==> src/rtl/xif_coproc_alu.sv <==
// xif_coproc_alu: small XIF coprocessor executing custom-0 ADD/XOR, with an
// in-order result FIFO whose entries wait for commit or kill from the CPU.
// Optional feature macro: XIF_COPROC_SUB_EN adds SUB on funct3 010.
//
// Handshake semantics (issue and result channels): a transfer happens on a
// rising edge where valid && ready are both 1. The issue side never waits for
// valid before raising ready. Once result_valid is 1 it stays 1 and result_*
// stay stable until the transfer completes.
module xif_coproc_alu #(
  parameter int DEPTH      = 4,
  parameter int X_ID_WIDTH = 4
) (
  input  logic                  clk,
  input  logic                  rst,
  input  logic                  issue_valid,
  output logic                  issue_ready,
  input  logic [31:0]           issue_instr,
  input  logic [X_ID_WIDTH-1:0] issue_id,
  input  logic [63:0]           issue_rs,
  input  logic [1:0]            issue_rs_valid,
  output logic                  issue_accept,
  output logic                  issue_writeback,
  output logic                  issue_dualwrite,
  output logic                  issue_dualread,
  output logic                  issue_loadstore,
  output logic                  issue_exc,
  input  logic                  commit_valid,
  input  logic [X_ID_WIDTH-1:0] commit_id,
  input  logic                  commit_kill,
  output logic                  result_valid,
  input  logic                  result_ready,
  output logic [X_ID_WIDTH-1:0] result_id,
  output logic [31:0]           result_data,
  output logic [4:0]            result_rd,
  output logic                  result_we,
  output logic                  result_exc,
  output logic [5:0]            result_exccode
);
  localparam int PW = $clog2(DEPTH);
  localparam int CW = PW + 1;
  localparam logic [CW-1:0] DEPTH_C = CW'(DEPTH);
  localparam logic [6:0] OPC_CUSTOM0 = 7'b0001011;

  typedef enum logic [1:0] {
    ST_WAIT      = 2'd0,
    ST_COMMITTED = 2'd1,
    ST_KILLED    = 2'd2
  } ent_state_e;

  typedef struct packed {
    logic                  valid;
    ent_state_e            state;
    logic [X_ID_WIDTH-1:0] id;
    logic [4:0]            rd;
    logic [31:0]           data;
    logic                  we;
  } entry_t;

  // Head-of-queue view: the per-entry FSM state that decides the result side.
  typedef struct packed {
    logic       valid;
    ent_state_e state;
  } head_dbg_t;

  entry_t        entries_q [DEPTH];
  entry_t        entries_d [DEPTH];
  logic [PW-1:0] wr_ptr_q, wr_ptr_d;
  logic [PW-1:0] rd_ptr_q, rd_ptr_d;
  logic [CW-1:0] count_q, count_d;

  logic [31:0] rs1, rs2;
  logic [4:0]  issue_rd;
  logic        dec_accept;
  logic [31:0] alu_result;
  logic        push, pop, drop_killed;
  entry_t      head_e;
  head_dbg_t   head_dbg;
  logic        unused_instr_bits;

  assign rs1               = issue_rs[31:0];
  assign rs2               = issue_rs[63:32];
  assign issue_rd          = issue_instr[11:7];
  assign unused_instr_bits = ^issue_instr[24:15];

  // Decode the offered instruction and compute its result in the same cycle.
  always_comb begin
    dec_accept = 1'b0;
    alu_result = '0;
    if (issue_instr[6:0] == OPC_CUSTOM0 && issue_instr[31:25] == 7'd0) begin
      case (issue_instr[14:12])
        3'b000: begin
          dec_accept = 1'b1;
          alu_result = rs1 + rs2;
        end
        3'b001: begin
          dec_accept = 1'b1;
          alu_result = rs1 ^ rs2;
        end
`ifdef XIF_COPROC_SUB_EN
        3'b010: begin
          dec_accept = 1'b1;
          alu_result = rs1 - rs2;
        end
`endif
        default: begin
          dec_accept = 1'b0;
          alu_result = '0;
        end
      endcase
    end
  end

  // Ready depends only on registered occupancy, so a pop never frees a slot
  // for an issue in the same cycle.
  assign issue_ready     = !rst && (count_q < DEPTH_C) && (issue_rs_valid == 2'b11);
  assign issue_accept    = dec_accept;
  assign issue_writeback = dec_accept && (issue_rd != 5'd0);
  assign issue_dualwrite = 1'b0;
  assign issue_dualread  = 1'b0;
  assign issue_loadstore = 1'b0;
  assign issue_exc       = 1'b0;

  assign push = issue_valid && issue_ready && dec_accept;

  // Expose the head entry and its state for the result side.
  always_comb begin
    head_e         = entries_q[rd_ptr_q];
    head_dbg.valid = head_e.valid;
    head_dbg.state = head_e.state;
  end

  assign result_valid = !rst && head_dbg.valid && (head_dbg.state == ST_COMMITTED);
  assign drop_killed  = !rst && head_dbg.valid && (head_dbg.state == ST_KILLED);
  assign pop          = (result_valid && result_ready) || drop_killed;

  assign result_id      = result_valid ? head_e.id   : '0;
  assign result_data    = result_valid ? head_e.data : '0;
  assign result_rd      = result_valid ? head_e.rd   : '0;
  assign result_we      = result_valid && head_e.we;
  assign result_exc     = 1'b0;
  assign result_exccode = '0;

  // Next state: commit/kill matching waiting entries, pop the head, push the tail.
  always_comb begin
    entries_d = entries_q;
    wr_ptr_d  = wr_ptr_q;
    rd_ptr_d  = rd_ptr_q;
    count_d   = count_q;
    if (commit_valid) begin
      for (int i = 0; i < DEPTH; i++) begin
        if (entries_q[i].valid && entries_q[i].state == ST_WAIT &&
            entries_q[i].id == commit_id) begin
          entries_d[i].state = commit_kill ? ST_KILLED : ST_COMMITTED;
        end
      end
    end
    if (pop) begin
      entries_d[rd_ptr_q].valid = 1'b0;
      rd_ptr_d = rd_ptr_q + 1'b1;
    end
    if (push) begin
      entries_d[wr_ptr_q].valid = 1'b1;
      entries_d[wr_ptr_q].id    = issue_id;
      entries_d[wr_ptr_q].rd    = issue_rd;
      entries_d[wr_ptr_q].data  = alu_result;
      entries_d[wr_ptr_q].we    = issue_writeback;
      // A commit aimed at the instruction being issued this cycle lands here.
      if (commit_valid && commit_id == issue_id) begin
        entries_d[wr_ptr_q].state = commit_kill ? ST_KILLED : ST_COMMITTED;
      end else begin
        entries_d[wr_ptr_q].state = ST_WAIT;
      end
      wr_ptr_d = wr_ptr_q + 1'b1;
    end
    case ({push, pop})
      2'b10:   count_d = count_q + 1'b1;
      2'b01:   count_d = count_q - 1'b1;
      default: count_d = count_q;
    endcase
  end

  // State registers with synchronous reset that drops all in-flight entries.
  always_ff @(posedge clk) begin
    if (rst) begin
      count_q  <= '0;
      wr_ptr_q <= '0;
      rd_ptr_q <= '0;
      for (int i = 0; i < DEPTH; i++) begin
        entries_q[i] <= '0;
      end
    end else begin
      count_q  <= count_d;
      wr_ptr_q <= wr_ptr_d;
      rd_ptr_q <= rd_ptr_d;
      for (int i = 0; i < DEPTH; i++) begin
        entries_q[i] <= entries_d[i];
      end
    end
  end

endmodule

==> config.mk <==
export PLATFORM = sky130hd
export DESIGN_NAME = xif_coproc_alu
export DESIGN_NICKNAME = d
export VERILOG_FILES = /design/src/rtl/xif_coproc_alu.sv
export SDC_FILE = /design/constraint.sdc
export NUM_CORES = 1
export LEC_CHECK = 0
export BUFFER_PORTS_ARGS = -buffer_cell sky130_fd_sc_hd__buf_2
export CAP_MARGIN = 40
export CORE_AREA = 2 2 147 149
export CTS_CLUSTER_DIAMETER = 150
export CTS_CLUSTER_SIZE = 40
export DETAILED_ROUTE_END_ITERATION = 10
export DIE_AREA = 0 0 149 151
export PLACE_DENSITY = 0.87
export SLEW_MARGIN = 20
export SYNTH_ARGS = -nofsm -noshare
export SYNTH_HDL_FRONTEND = slang
export SYNTH_SLANG_ARGS = --single-unit
==> constraint.sdc <==
create_clock -name clk -period 2.82 [get_ports clk]
set_input_delay 0.141 -clock clk [delete_from_list [all_inputs] [get_ports clk]]
set_output_delay 0.141 -clock clk [all_outputs]
set_load 0.1 [all_outputs]
==> impl_results.md <==
- Max clock buf depth: 2
- Area of the multi-input gates: roughly 6500 um2
- Die area: ~22,000 um2
- Worst rel slew slack: 0.506
- Synth unique cells: 70
- DRT iter0 DRCs: between 900 and 1,000
- Mean Syn Cell Area: 8.38 um2
- Flop pwr share: 0.459
- Ant diodes: 0
- Rows: 53
- HPWL after DPL: 20,000 um
- Pre-antenna DRT Iters: 6
- CTS tree: yes
- Post-route cell area: around 13,000 um2
- Worst endpoint required time: 2.68 ns
- Endpoints failing hold: 0
- Total I/O pin count: 169
- Outcome: finished, final reports clean
- Crit end category: output pin
- Fill count: around 1,600
- Grt met3 use: 0.0455
- M1 GR Usage: 0.332
- Die Height: about 150 um
- Total CTS buffers: 17
- Post-CTS Repair Setup Buffers: 0
- Ys Warns: 0
- VDD IR-drop max: 0.000288 V
- GR Util met2: 0.452
- Period minus WS final: about 2.7 ns
- Worst setup SP type: register
- Layout area overhead: 22.1%
- Clk sinks: roughly 190
- Slew @ Worst Pin: 0.739 ns
- Net Sw Frac: 0.271
- Critical path class: register to output pin
- Via count: 10,100
- Seq cells post-synth: ~190
- Combinational Power Share: 0.135
- DRT Wirelength: around 29,000 um
- Htree depth: 4
- Min-delay worst type: input port to register
- Clock network fraction of total power: 0.406
- Die Wd: roughly 150 um
- Clk slew on worst S/H paths: approximately 0.070 ns
- Dpl cell area: between 10,000 and 15,000 um2
- Most frequent CP cell: nor2b_1
- Cell count after placement: 1,636
- Share of post-route cells with drive strength above 1: 0.212
- Setup violators final: 0
- Clock root cell: clkbuf_16
- Critical Path, Cell by Cell: mux4_2, nor2b_1, nand2b_2, buf_4, nor2b_1, buf_12
- Clk_skew: 0.00995 ns
- Peak Freq: between 300 and 400 MHz
- Fin util: 0.627
- Nets: approximately 1,500
- Max Cap Viol: 0
- DR WL/cell: between 15 and 20 um
- Total GRT Usage: 0.263
- Pins Over Slew Limit: 0
- Initial antenna violation count: 0
- Power per Cell Area: 440 nW/um2
- Largest net degree at the start of global routing: between 90 and 100
- Setup TNS Final: 0 ns
- Worst path slowest cell: mux4_2
- Vias in the first global route: a little under 10,000
- I/O Buffers: 147
- Post-Synthesis Cells: 1,276
- DRT antenna net count: 0
- Most common library cell in the layout ignoring fill and taps: nand2_1
- Area of the mapped netlist: 10,700 um2
- WHS: about 0.018 ns
- Arrival @ worst endpoint: ~2.6 ns
- Sequential share of the synthesized area: 0.350
- Final std cells w/o fill: between 1,500 and 2,000
- DRC violations left: 0
- RSZ-0062 raised after global routing: no
- Power Total: 5.74 mW
- Routability cong.: around 0.90
- Register area: 3750 um2
- Ys flop type: dfxtp_1
- Max stage delay on crit path: 0.52 ns
- Internal Power: about 4.2 mW
- DP Worst Slack: -0.121 ns
- Async S/R FF share, synth: 0
- Critical Path Fanout Max: 8
- Leakage: about 4.6 nW
- Core footprint: between 20,000 and 25,000 um2
- Period utilisation layout: 0.964
- Commonest non-fill, non-tap cells in the layout: nand2_1, dfxtp_1, a21oi_1
- Total grt overflow: 0
- Net Switching: approximately 1.6 mW
- Worst setup margin: a little over 0.1 ns
- Initial core utilization: 0.513
- Vias per cell: between 6 and 7
- EDFF count, synth: 0
- Worst-Skew Late Latency: between 0.4 and 0.5 ns
- Global-route wire length before repair: between 40,000 and 50,000 um
- GRT busiest layer: met2
==> cell usage after synthesis (4+ instances only) <==
library cell  number  area, um2
a221oi_1          11       96.3
and2_1             4       25.0
buf_4             11       82.6
nor2b_1           50        313
nand2_1          248        931
nand4_1           14       87.6
o31ai_1           11       82.6
nand3b_1          30        225
mux4_2            45       1010
xor2_1            21        184
inv_1             24       90.1
o211ai_1           4       30.0
nor3b_1            5       37.5
xnor2_1           20        175
nand3_1            8       40.0
a31oi_1            6       37.5
buf_2             20        100
ha_1              40        500
nor4bb_1           6       60.1
buf_1              6       22.5
or2_2              5       31.3
a211oi_2           5       62.6
dfxtp_1          187       3740
o21ai_0           46        230
a2111oi_2          4       60.1
a22oi_1            4       30.0
nand2b_1           4       25.0
a211oi_1          13       97.6
and3_1            13       81.3
nor3_1            24        120
or3_1             10       62.6
a21oi_1          145        726
o311ai_0           4       35.0
a21o_1            14        105
nor2_1            77        289
clkbuf_1          71        267
o21a_1             7       52.6
nor4_1            15       93.8
==> metal layers <==
| metal | wire length [um] | vias to the layer above |
|---|---|---|
| li1 | - | 4715 |
| met1 | 11700 | 4733 |
| met2 | 14200 | 579 |
| met3 | 2910 | 67 |
| met4 | 601 | 0 |
| met5 | 0 | - |
==> logic make-up (layout without fill, tap and decap cells) <==
kind of cell    after synthesis  in the layout  share of synthesized area
compound gates              298            298                      0.177
mux                          47             47                     0.0967
simple gates                526            526                      0.237
flops                       187            187                      0.350
xor+xnor                     42             42                     0.0351
other cells                   1             11                   0.000351
fa+ha+maj                    42             42                     0.0506
buf+inv                     133            248                     0.0530
==> critical path, delay by kind of cell (launching register included) <==
kind	cells	cell delay [ns]
flops	1	0.40
buf+inv	2	0.46
mux	1	0.52
simple gates	3	0.76
==> final cells by class <==
cell class,count,share of cell area
flip-flops and latches,187,0.287
inverters,24,0.00709
repair buffers,192,0.141
clock buffers,20,0.0350
multi-input cells,966,0.495
well taps,275,0.0264
clock inverters,12,0.00863
==> registers in the layout (all words and copies together) (netlist names) <==
| signal | flops |
|---|---|
| wr_ptr_q | 2 |
| entries_q | 180 |
| rd_ptr_q | 2 |
| count_q | 3 |
==> power groups by stage <==
stage / Sequential (mW) / Combinational [mW] / Clock [mW]
after floorplan: 2.70 / 0.529 / 0
after global placement: 2.70 / 0.729 / 0
after detailed placement: 2.70 / 0.746 / 0
after CTS: 2.64 / 0.758 / 2.32
after global routing: 2.64 / 0.843 / 2.42
final: 2.64 / 0.775 / 2.33
==> repair_timing <==
action                                  CTS  global route
pin swaps                                 0             0
endpoints found under the setup margin    2             1
gates resized for setup                   1             1
endpoints found under the hold margin    20             0
hold buffers                              7             0
==> worst paths after layout <==
check | startpoint | to | slack, ns | cells past startpoint
hold / removal | issue_id[3] | entries_q[176] | 0.02 | 3
setup reg to reg | rd_ptr_q[0] | count_q[2] | 0.19 | 10
setup / recovery | rd_ptr_q[0] | result_data[13] | 0.10 | 6
hold reg to reg | entries_q[7] | entries_q[7] | 0.45 | 2
Power figures use the tool's default switching activity.
